===== src/rtl/hazard_ctrl.sv =====
// Hazard controller for the 5-stage pipeline: start gating, load-use stall,
// taken-branch flush and back-end freeze for multi-cycle data-memory accesses.
module hazard_ctrl #(
  parameter int unsigned MEM_LAT = 3,
  parameter int unsigned CNT_W   = 32
) (
  input  logic             clk_i,
  input  logic             rst_i,
  input  logic             start_i,
  input  logic [4:0]       IFID_rs_i,
  input  logic [4:0]       IFID_rt_i,
  input  logic             IFID_uses_rt_i,
  input  logic             IDEX_MemRead_i,
  input  logic [4:0]       IDEX_rt_i,
  input  logic             branch_taken_i,
  input  logic             dmem_req_i,
  output logic             HD_o,
  output logic             IFID_flush_o,
  output logic             IDEX_bubble_o,
  output logic             pipe_hold_o,
  output logic [CNT_W-1:0] stall_cnt_o
);

  typedef enum logic [1:0] {IDLE, RUN, MEM_WAIT} state_e;

  // The request cycle itself is the first hold cycle and the RUN->MEM_WAIT
  // transition costs one more, so the counter is preloaded with MEM_LAT-3.
  localparam bit        HAS_HOLD  = (MEM_LAT > 1);
  localparam bit        HAS_WAIT  = (MEM_LAT >= 3);
  localparam logic [7:0] WAIT_INIT = HAS_WAIT ? 8'(MEM_LAT - 3) : 8'd0;

  state_e           state_q, state_d;
  logic [7:0]       wcnt_q, wcnt_d;
  logic [CNT_W-1:0] stall_cnt_q, stall_cnt_d;

  logic mh, lu;
  logic hd, flush, bubble, hold;

  assign mh = dmem_req_i && HAS_HOLD;
  assign lu = IDEX_MemRead_i && (IDEX_rt_i != 5'd0) &&
              ((IDEX_rt_i == IFID_rs_i) ||
               (IFID_uses_rt_i && (IDEX_rt_i == IFID_rt_i)));

  always_comb begin
    state_d = state_q;
    wcnt_d  = wcnt_q;
    hd      = 1'b0;
    flush   = 1'b0;
    bubble  = 1'b0;
    hold    = 1'b0;
    case (state_q)
      IDLE: begin
        hd     = 1'b1;
        bubble = 1'b1;
        if (start_i) state_d = RUN;
      end
      RUN: begin
        if (mh) begin
          hold = 1'b1;
          hd   = 1'b1;
          if (HAS_WAIT) begin
            state_d = MEM_WAIT;
            wcnt_d  = WAIT_INIT;
          end
        end else if (lu) begin
          // a branch seen alongside a load-use stall is re-evaluated next cycle
          hd     = 1'b1;
          bubble = 1'b1;
        end else if (branch_taken_i) begin
          flush = 1'b1;
        end
      end
      MEM_WAIT: begin
        hold = 1'b1;
        hd   = 1'b1;
        if (wcnt_q == 8'd0) state_d = RUN;
        else                wcnt_d  = wcnt_q - 8'd1;
      end
      default: state_d = IDLE;
    endcase
  end

  always_comb begin
    stall_cnt_d = stall_cnt_q;
    if (state_q != IDLE && hd && stall_cnt_q != {CNT_W{1'b1}})
      stall_cnt_d = stall_cnt_q + 1'b1;
  end

  always_ff @(posedge clk_i or negedge rst_i) begin
    if (!rst_i) begin
      state_q     <= IDLE;
      wcnt_q      <= 8'd0;
      stall_cnt_q <= '0;
    end else begin
      state_q     <= state_d;
      wcnt_q      <= wcnt_d;
      stall_cnt_q <= stall_cnt_d;
    end
  end

  assign HD_o          = hd;
  assign IFID_flush_o  = flush;
  assign IDEX_bubble_o = bubble;
  assign pipe_hold_o   = hold;
  assign stall_cnt_o   = stall_cnt_q;

endmodule


===== config.mk =====
export PLATFORM = sky130hd
export DESIGN_NAME = hazard_ctrl
export DESIGN_NICKNAME = d
export VERILOG_FILES = /design/src/rtl/hazard_ctrl.sv
export SDC_FILE = /design/constraint.sdc
export NUM_CORES = 1
export LEC_CHECK = 0
export CAP_MARGIN = 30
export CELL_PAD_IN_SITES_DETAIL_PLACEMENT = 2
export CELL_PAD_IN_SITES_GLOBAL_PLACEMENT = 2
export CORE_MARGIN = 8
export CORE_UTILIZATION = 28
export DETAILED_ROUTE_END_ITERATION = 8
export GPL_ROUTABILITY_DRIVEN = 1
export PLACE_DENSITY_LB_ADDON = 0.1
export SKIP_CTS_REPAIR_TIMING = 1
export SYNTH_ARGS = -nofsm -noshare
export SYNTH_HDL_FRONTEND = slang
export SYNTH_SLANG_ARGS = --single-unit

===== constraint.sdc =====
create_clock -name clk_i -period 1.95 [get_ports clk_i]
set_input_delay 0.2925 -clock clk_i [delete_from_list [all_inputs] [get_ports clk_i]]
set_output_delay 0.2925 -clock clk_i [all_outputs]
set_load 0.01 [all_outputs]

Yosys cells after proc, flatten, opt, wreduce, memory -nomap -nowiden
Cells that the tools add are included.
- bits in registers: 42
- input port bits: 22
- output and inout port bits: 36
- logic and storage cells: 46
- $add $sub $neg: 2
- equality and inequality tests: 9
- muxes and demuxes: 18
- reductions and logical operators: 14
- operators with widths (kind ; count):
    32-bit by 1-bit adder with 32-bit output (second input constant) ; 1
    32-bit != test (second input constant) ; 1
    8-bit two-way mux ; 2
    8-bit one-hot mux with 2 select lines ; 1
    5-bit equality test ; 2
    8-bit logical NOT ; 1
    1-bit two-way mux ; 8
    2-bit != test (second input constant) ; 4
    8-bit by 1-bit subtractor with 8-bit output (second input constant) ; 1
    2-bit two-way mux ; 3
    1-bit one-hot mux with 2 select lines ; 3
    2-bit one-hot mux with 3 select lines ; 1
    3-bit AND reduction ; 2
    1-bit logical AND ; 5
    5-bit nonzero test ; 1
    2-bit nonzero test ; 2
    2-bit by 1-bit equality test with 1-bit output (second input constant) ; 1
    2-bit equality test (second input constant) ; 1
    2-bit logical NOT ; 1
    2-bit OR reduction ; 1
    1-bit logical OR ; 1

Depth between registers and ports, before layout
- word-level depth: 9
- depth in mapped cells: 9

Worst setup path before layout
No wires, ideal clock.
- path type: reg-to-reg
- start: register stall_cnt_q[25] (netlist: stall_cnt_o[25])
- end: register stall_cnt_q[1] (netlist: stall_cnt_o[1])
- library setup time: 0.128 ns
- arrival: 1.855 ns
- required time: 1.822 ns
- slack: -0.033 ns
- cell stages (with the launch flop): 8
- path buffers: 1
- clock period less this slack: 1.983 ns
- path through: dfrtp_1 > and3_4 > and3_4 > and4_1 > buf_2 > and3_4 > or2_1 > mux2_1
- word-level cells in the longest chain between the ends: 2
- RTL lines (what ; RTL line ; text):
    start, declared ; 34 ; logic [CNT_W-1:0] stall_cnt_q, stall_cnt_d;
    start signal, assigned ; 97 ; stall_cnt_q <= stall_cnt_d;
    32-bit != test ; 85 ; if (state_q != IDLE && hd && stall_cnt_q != {CNT_W{1'b1}})
    1-bit logical AND ; 85 ;
Every way passes these cells.
A chain may end at the register's enable or synchronous reset.

Worst setup path in the final report
- start: input IDEX_rt_i[4]
- end: register stall_cnt_q[21] (netlist: stall_cnt_o[21])
- word-level cells in the longest chain between the ends: 9
- elaborated cells between the ends (all ways): 12
- those cells by class: eq/ne (2); mux (3); reduce/logical (7)
- RTL lines (what ; RTL line ; text):
    start, declared ; 14 ; input logic [4:0] IDEX_rt_i,
    5-bit equality test ; 42 ; (IFID_uses_rt_i && (IDEX_rt_i == IFID_rt_i)));
    1-bit logical AND ; 42 ;
    1-bit logical OR ; 41 ; ((IDEX_rt_i == IFID_rs_i) ||
    1-bit logical AND * ; 40 ; assign lu = IDEX_MemRead_i && (IDEX_rt_i != 5'd0) &&
    1-bit two-way mux * ; 65 ; end else if (lu) begin
    1-bit two-way mux * ; 58 ; if (mh) begin
    1-bit one-hot mux with 2 select lines * ; 51 ; case (state_q)
    1-bit logical AND * (2 in series) ; 85 ;
Every way passes the cells marked *; elsewhere a longest branch is shown, timed or not.

==> results.json <==
{
  "final-hold-violation-count": 0,
  "grt.busiest_layer": "met2",
  "synthTopCellsByCount": "42 x dfrtp_1, 36 x xor2_1, 22 x nand2_1",
  "dr.pass1.iters": 4,
  "finClkSkew_ps": 9.19,
  "fp.dieH_um": 109,
  "area_growth_pct": 63.8,
  "drt_iter0_markers": 12,
  "powerDensity_nw_per_um2": 822,
  "cp.arrival_ps": 2140,
  "initial_core_util": 0.290,
  "ir_drop_uv": 670,
  "met2_usage": 0.222,
  "clock_path_buffers": 2,
  "grt_util_met1": 0.144,
  "critPathKind": "in2reg",
  "grt_max_degree": 32,
  "die_w_um": 109,
  "clockRootBuffer": "clkbuf_8",
  "fillers": 858,
  "status": "finished clean",
  "insertion_delay_ps": 290,
  "leakage_uw": 0.00195,
  "syn_nets": 261,
  "vias_per_cell": 4.73,
  "ys_warn_count": 0,
  "grt_usage": 0.123,
  "synthArstFlopShare": 1.00,
  "synth_most_common_cell": "dfrtp_1",
  "clk_pin_slew_ps": 90,
  "finalCritPeriodShare": 0.984,
  "cts_max_level": 2,
  "cts_made_buffers": 5,
  "drcViolationCount": 0,
  "preCtsSetupSlack_ps": -721,
  "period_needed_ps": 1920,
  "hp-class": "in2async",
  "final_cells": 457,
  "yosysTopAreaCell": "dfrtp_1",
  "setup_viol": 0,
  "final_nets": 379,
  "num_rows": 33,
  "tightest_slew_ps": 745,
  "fin_setup_tns_ps": 0,
  "drive_above_1_share": 0.359,
  "end_kind": "register",
  "die-area_um2": 11800,
  "hold-worst-slack_ps": 55.0,
  "cts_tree": "built",
  "hpwl_mm": 5.52,
  "start_kind": "primary input",
  "final_area_um2": 3930,
  "synth_cells": 232,
  "place_area_um2": 3430,
  "gr-total-overflow": 0,
  "dp_cells": 437,
  "netlist_area_um2": 2400,
  "synth_seq_cells": 42,
  "synth_edf_count": 0,
  "first_global_vias": 2411,
  "worstPathRequired_ps": 2170,
  "gp_congestion": 0.769,
  "drtAntennaViolNets": 0,
  "yosys_most_used_dff": "dfrtp_1",
  "ios": 58,
  "path_max_fanout": 6,
  "synth.top_cell.area_share": 0.438,
  "io_buffers": 57,
  "coreArea_um2": 8260,
  "cts_sinks": 42,
  "fin_ws_ps": 30.5,
  "slew_headroom": 0.503,
  "drv_cap": 0,
  "wl_per_cell_um": 17.2,
  "avgSynthCellArea_um2": 10.3,
  "maxSlewViolCount": 0,
  "synth.distinct_cells": 35,
  "antenna_found_initial": 1,
  "vias": 2163,
  "routed_wirelength_mm": 7.87,
  "grt_use_met3": 0.0291,
  "synthTopCellsByArea": "dfrtp_1 44%, xor2_1 13%, xnor2_1 4.0%, nor3_1 4.0%, ha_1 3.7%",
  "grt_pass1_wl_mm": 11.8,
  "yosysSeqAreaShare": 0.438,
  "fmax_mhz": 521
}
==> sequential cells by signal (all words and copies together) (netlist names) <==
register     flops
stall_cnt_o     32
wcnt_q           8
state_q          2
==> metrics by stage <==
stage          utilization  power, µW
2_1_floorplan            -       1630
3_3_place_gp         0.416       2230
3_5_place_dp         0.416       2270
4_1_cts              0.427       2900
5_1_grt              0.475       3420
6_report             0.475       3230
==> placed cells by master, fill, tap and decap left out, drive strengths merged <==
master and count:
or2 1, or4 1, xnor2 11, diode 1, nor3 24, nor2 13, nor4 8, o221a 1
mux2 1, and4 3, clkbuf 10, nor3b 5, inv 9, nor4b 3, a31oi 2, clkinv 1
a31o 1, nand4 7, nand2 22, o21ai 3, clkinvlp 1, dlymetal6s2s 17, nor2b 1, a21oi 7
and3 9, buf 59, nand3 11, dfrtp 42, clkdlybuf4s50 35, ha 7, xor2 36
==> cell type report <==
| cell class | instances | area, µm² | area share |
|---|---|---|---|
| inverter | 9 | 36.3 | 0.00924 |
| multi-input combinational | 177 | 1500 | 0.382 |
| antenna | 1 | 2.50 | 0.000637 |
| timing repair buffer | 115 | 1110 | 0.282 |
| clock buffer | 6 | 82.6 | 0.0210 |
| clock inverter | 2 | 12.5 | 0.00319 |
| sequential | 42 | 1050 | 0.268 |
| tap | 105 | 131 | 0.0335 |
==> final timing paths <==
path                            startpoint               to  slack [ps]  cells after the start
max                           IDEX_rt_i[4]  stall_cnt_o[21]          30                     11
min                                  rst_i  stall_cnt_o[20]          50                      1
max reg2reg                     state_q[0]  stall_cnt_o[21]          30                      9
min reg2reg                stall_cnt_o[12]  stall_cnt_o[12]         490                      1
max in group asynchronous            rst_i        wcnt_q[4]        1290                      2
min in group clk_i              dmem_req_i       state_q[1]         450                      3
==> report_power, final <==
part	switching [µW]	total, µW	internal (µW)
clock	320	605	285
combinational	743	1600	853
sequential	73.0	1020	951
total	1140	3230	2090
==> worst max-delay path, stage by stage <==
cell and delay, ps:
dlymetal6s2s_1 160, xnor2_1 190, nand4_1 130, nor3_2 160, o221a_4 240, buf_6 100, a31oi_4 70, buf_12 150
clkbuf_16 150, nor4_2 300, xor2_1 180
==> layer usage <==
metal / vias up / routed length, µm
met4: 0 / 63
met3: 8 / 353
li1: 1042 / -
met2: 44 / 4130
met1: 1069 / 3320
met5: - / 0
==> cell families (layout without fill, tap and decap cells) <==
group	after synthesis	count (layout)	share of synthesized area
other	0	1	0
AO/OA/AOI/OAI	14	14	0.0407
adder cells (fa/ha/maj)	7	7	0.0365
buffers and inverters	14	132	0.0303
multiplexers	1	1	0.00470
AND/OR/NAND/NOR	107	108	0.278
XOR/XNOR	47	47	0.172
flip-flops	42	42	0.438
(Power assumes the default switching activity.)
==> RTL change 1 (config.mk and constraints unchanged) <==
Set the parameter `CNT_W` to 40 (it was 32).
--- a/src/rtl/hazard_ctrl.sv
+++ b/src/rtl/hazard_ctrl.sv
@@ -3,5 +3,5 @@
 module hazard_ctrl #(
   parameter int unsigned MEM_LAT = 3,
-  parameter int unsigned CNT_W   = 32
+  parameter int unsigned CNT_W   = 40
 ) (
   input  logic             clk_i,
Ports: changed (resized stall_cnt_o); port bits go from 58 to 66. No check against the original RTL was run, so the function may have changed too.
==> RTL change 1 against the unedited design <==
The run now ends with negative setup slack left. Final area increased by 23%. Combinational power increased by 12%. Cell count increased by 26%. Area after synthesis increased by 22%. Non-clock buffer count increased by 38. Setup slack got worse by 430 ps. Utilization decreased by 0.17 points. First-iteration DRC count increased to 5.7 times the old value. Wire length increased by 40%. Register-to-register slack got worse by 420 ps. Sequential cell count increased by 8. Total power increased by 17%. Sequential share of layout area decreased by 0.99 points. Fmax decreased by 18%.
==> RTL change 1: results <==
group,metric,value,unit
timing,setup_viol,42,
critical_path,cpLargestDelayFamily,"buffers and inverters",
power_and_ir_drop,ir_worst_vdd,363,uV
cells_and_area,stdcell_count,576,
cells_and_area,largest_reg_flops,40,
global_route,track_usage,0.142,
critical_path,slowest_stage,"o31ai_4",
detailed_routing,routed_wl,11000,um
placed_design,placed_cells,553,
detailed_routing,first_iter_violations,68,
placed_design,placed_cell_area,4290,um2
critical_path,crit_arrival,2570,ps
timing,skew,5.29,ps
status,status,"finished, violations left",
detailed_routing,via_per_inst,4.90,
cells_and_area,diodes,0,
cells_and_area,finalNetCount,468,
placed_design,portBuffers,65,
timing,fin_ws,-398,ps
global_route,grt_pass1_vias,3185,
logic_synthesis,synthTopCellsByArea,"dfrtp_1, xnor2_1, xor2_1",
placed_design,hpwl,7790,um
status,violations,"negative setup slack",
placed_design,place_congestion,0.784,
cells_and_area,fillers,1071,
-- RTL change 1: changes by cell type in the layout (fill, tap and decap cells not counted), sizes merged, moves of 11 or more --
cell / delta
buf: +30
nand4: +11
xor2: -13
xnor2: +19
nor3: -16
nand3: +17
-- RTL change 1: path summary, 6_finish.rpt --
path                                      start         endpoint  slack, ps  depth (start not counted)
worst max-delay path               IDEX_rt_i[3]  stall_cnt_o[35]       -400                         12
worst min-delay path                      rst_i  stall_cnt_o[37]        470                          2
worst max register to register       state_q[1]  stall_cnt_o[35]       -390                          9
worst min register to register  stall_cnt_o[28]  stall_cnt_o[28]        520                          1
max in group asynchronous                 rst_i   stall_cnt_o[1]        790                          3
min in group clk_i              stall_cnt_o[28]  stall_cnt_o[28]        520                          1
-- RTL change 1: logic make-up after synthesis --
group	after synthesis	synth area share
buffers and inverters	16	0.0240
multiplexers	2	0.00773
AO/OA/AOI/OAI	18	0.0447
XOR/XNOR	53	0.159
adder cells (fa/ha/maj)	7	0.0301
flip-flops	50	0.429
AND/OR/NAND/NOR	138	0.305
-- RTL change 1: cell type report --
class                   instances  area, um2  area share
clock inverters                 3       43.8     0.00903
inverters                      11       41.3     0.00852
flip-flops and latches         50       1250       0.258
clock buffers                   5       68.8      0.0142
repair buffers                153       1410       0.291
multi-input cells             218       1860       0.384
well taps                     136        170      0.0351
-- RTL change 1: power breakdown --
part / switching, mW / internal [mW] / leakage [nW] / total, mW
logic: 0.793 / 1.00 / 1.59 / 1.79
clock network: 0.393 / 0.386 / 0.0585 / 0.779
registers: 0.0857 / 1.12 / 0.675 / 1.20
-- RTL change 1: metal layers --
metal,vias up,track usage,share of wire
li1,1312,-,-
met3,4,0.0254,0.025
met4,0,0.0312,0.0054
met1,1469,0.163,0.41
met2,39,0.267,0.56
met5,-,0,0
==> RTL change 2 (same flow settings) <==
Without the edit above. Encoding of `state_e`: now one-hot (3 bits for 3 states).
--- a/src/rtl/hazard_ctrl.sv
+++ b/src/rtl/hazard_ctrl.sv
@@ -22,5 +22,5 @@
 );
 
-  typedef enum logic [1:0] {IDLE, RUN, MEM_WAIT} state_e;
+  typedef enum logic [2:0] {IDLE = 3'b001, RUN = 3'b010, MEM_WAIT = 3'b100} state_e;
 
   // The request cycle itself is the first hold cycle and the RUN->MEM_WAIT
Formal check against the unedited RTL: same outputs for any inputs over 10 cycles, from zero or initial values and one cycle with rst_i low; not proved beyond that.
==> RTL change 2 against the unedited design <==
The run now ends with negative setup slack left. Wire length rose by 21%. Die area rose by 0.84%. Final area rose by 9.6%. Via count rose by 13%. Area after synthesis rose by 0.99%. Clock power fell by 7.1%. Setup slack got worse by 180 ps. Sequential cell count rose by 1. Total power fell by 3.0%. Cell count rose by 7.4%.
==> RTL change 2: results <==
group,metric,value,unit
status,status,"finished, violations left",
status,violations,"negative setup slack",
global_route,track_usage,0.145,
timing,fin_ws,-146,ps
global_route,gr-usage-met1,0.168,
worst_hold_path,hold_path.startpoint,"stall_cnt_o[27]",
power_and_ir_drop,p_seq,1.15,mW
cells_and_area,diodes,0,
global_route,grt_max_degree,24,
global_route,grt_pass1_wl,13600,um
cells_and_area,finalNetCount,407,
placed_design,placed_cells,475,
logic_synthesis,ys_types,47,
critical_path,endpoint,"stall_cnt_o[1]",
placed_design,dpl_worst_slack,-869,ps
logic_synthesis,ys_seq_area_frac,0.445,
cells_and_area,fillers,868,
timing,skew,10.1,ps
detailed_routing,via_per_inst,4.96,
critical_path,r2r_slack,-150,ps
placed_design,hpwl,6880,um
detailed_routing,met1_length,3800,um
critical_path,critical-path-max-stage-delay,570,ps
placed_design,place_congestion,0.782,
critical_path,cp_max_fo,7,
critical_path,cpLargestDelayFamily,"flip-flops",
cells_and_area,drive_gt1_frac,0.470,
critical_path,reg2reg_depth,7,
clock_network,cts_made_buffers,5,
detailed_routing,met2WireLength,5150,um
timing,tns,-2110,ps
critical_path,crit_arrival,2280,ps
logic_synthesis,netlist_instances,240,
detailed_routing,avgRoutedWirePerCell,19.3,um
power_and_ir_drop,internal-power,1.93,mW
logic_synthesis,synthTopCellsByArea,"dfrtp_1, xor2_1, nor3_1",
logic_synthesis,syn_nets,265,
detailed_routing,dr_wl_met3,392,um
power_and_ir_drop,leakage,2.05,nW
global_route,gr-usage-met2,0.264,
timing,setup_viol,32,
critical_path,crit_start,"state_q[0]",
power_and_ir_drop,clkPwrFrac,0.180,
placed_design,placed_cell_area,3700,um2
worst_hold_path,hold_class,"reg2reg",
timing,slew_headroom,0.599,
power_and_ir_drop,ir_worst_vdd,487,uV
-- RTL change 2: changes by cell type after synthesis, moves of 4 or more --
cell	before	now
nor3_2	5	0
nor4_1	3	11
inv_1	9	4
nand3_1	10	16
nor4_2	5	1
ha_1	7	3
nand2b_1	0	4
nand2_1	22	14
nor2_1	13	17
-- RTL change 2: cell families after synthesis --
logic type / synth area share
AOI/OAI and AO/OA: 0.0589
DFF: 0.445
buffers and inverters: 0.0181
xor gates and xnor gates: 0.166
adders and majority gates: 0.0155
and+or+nand+nor: 0.283
muxes: 0.0140
-- RTL change 2: area by class of cell --
type / count / area, um2 / area share
inverters: 4 / 15.0 / 0.00349
multi-input cells: 188 / 1770 / 0.412
clock buffers: 7 / 76.3 / 0.0177
flip-flops and latches: 43 / 1080 / 0.251
repair buffers: 140 / 1220 / 0.283
well taps: 108 / 135 / 0.0314
clock inverters: 1 / 5.00 / 0.00116
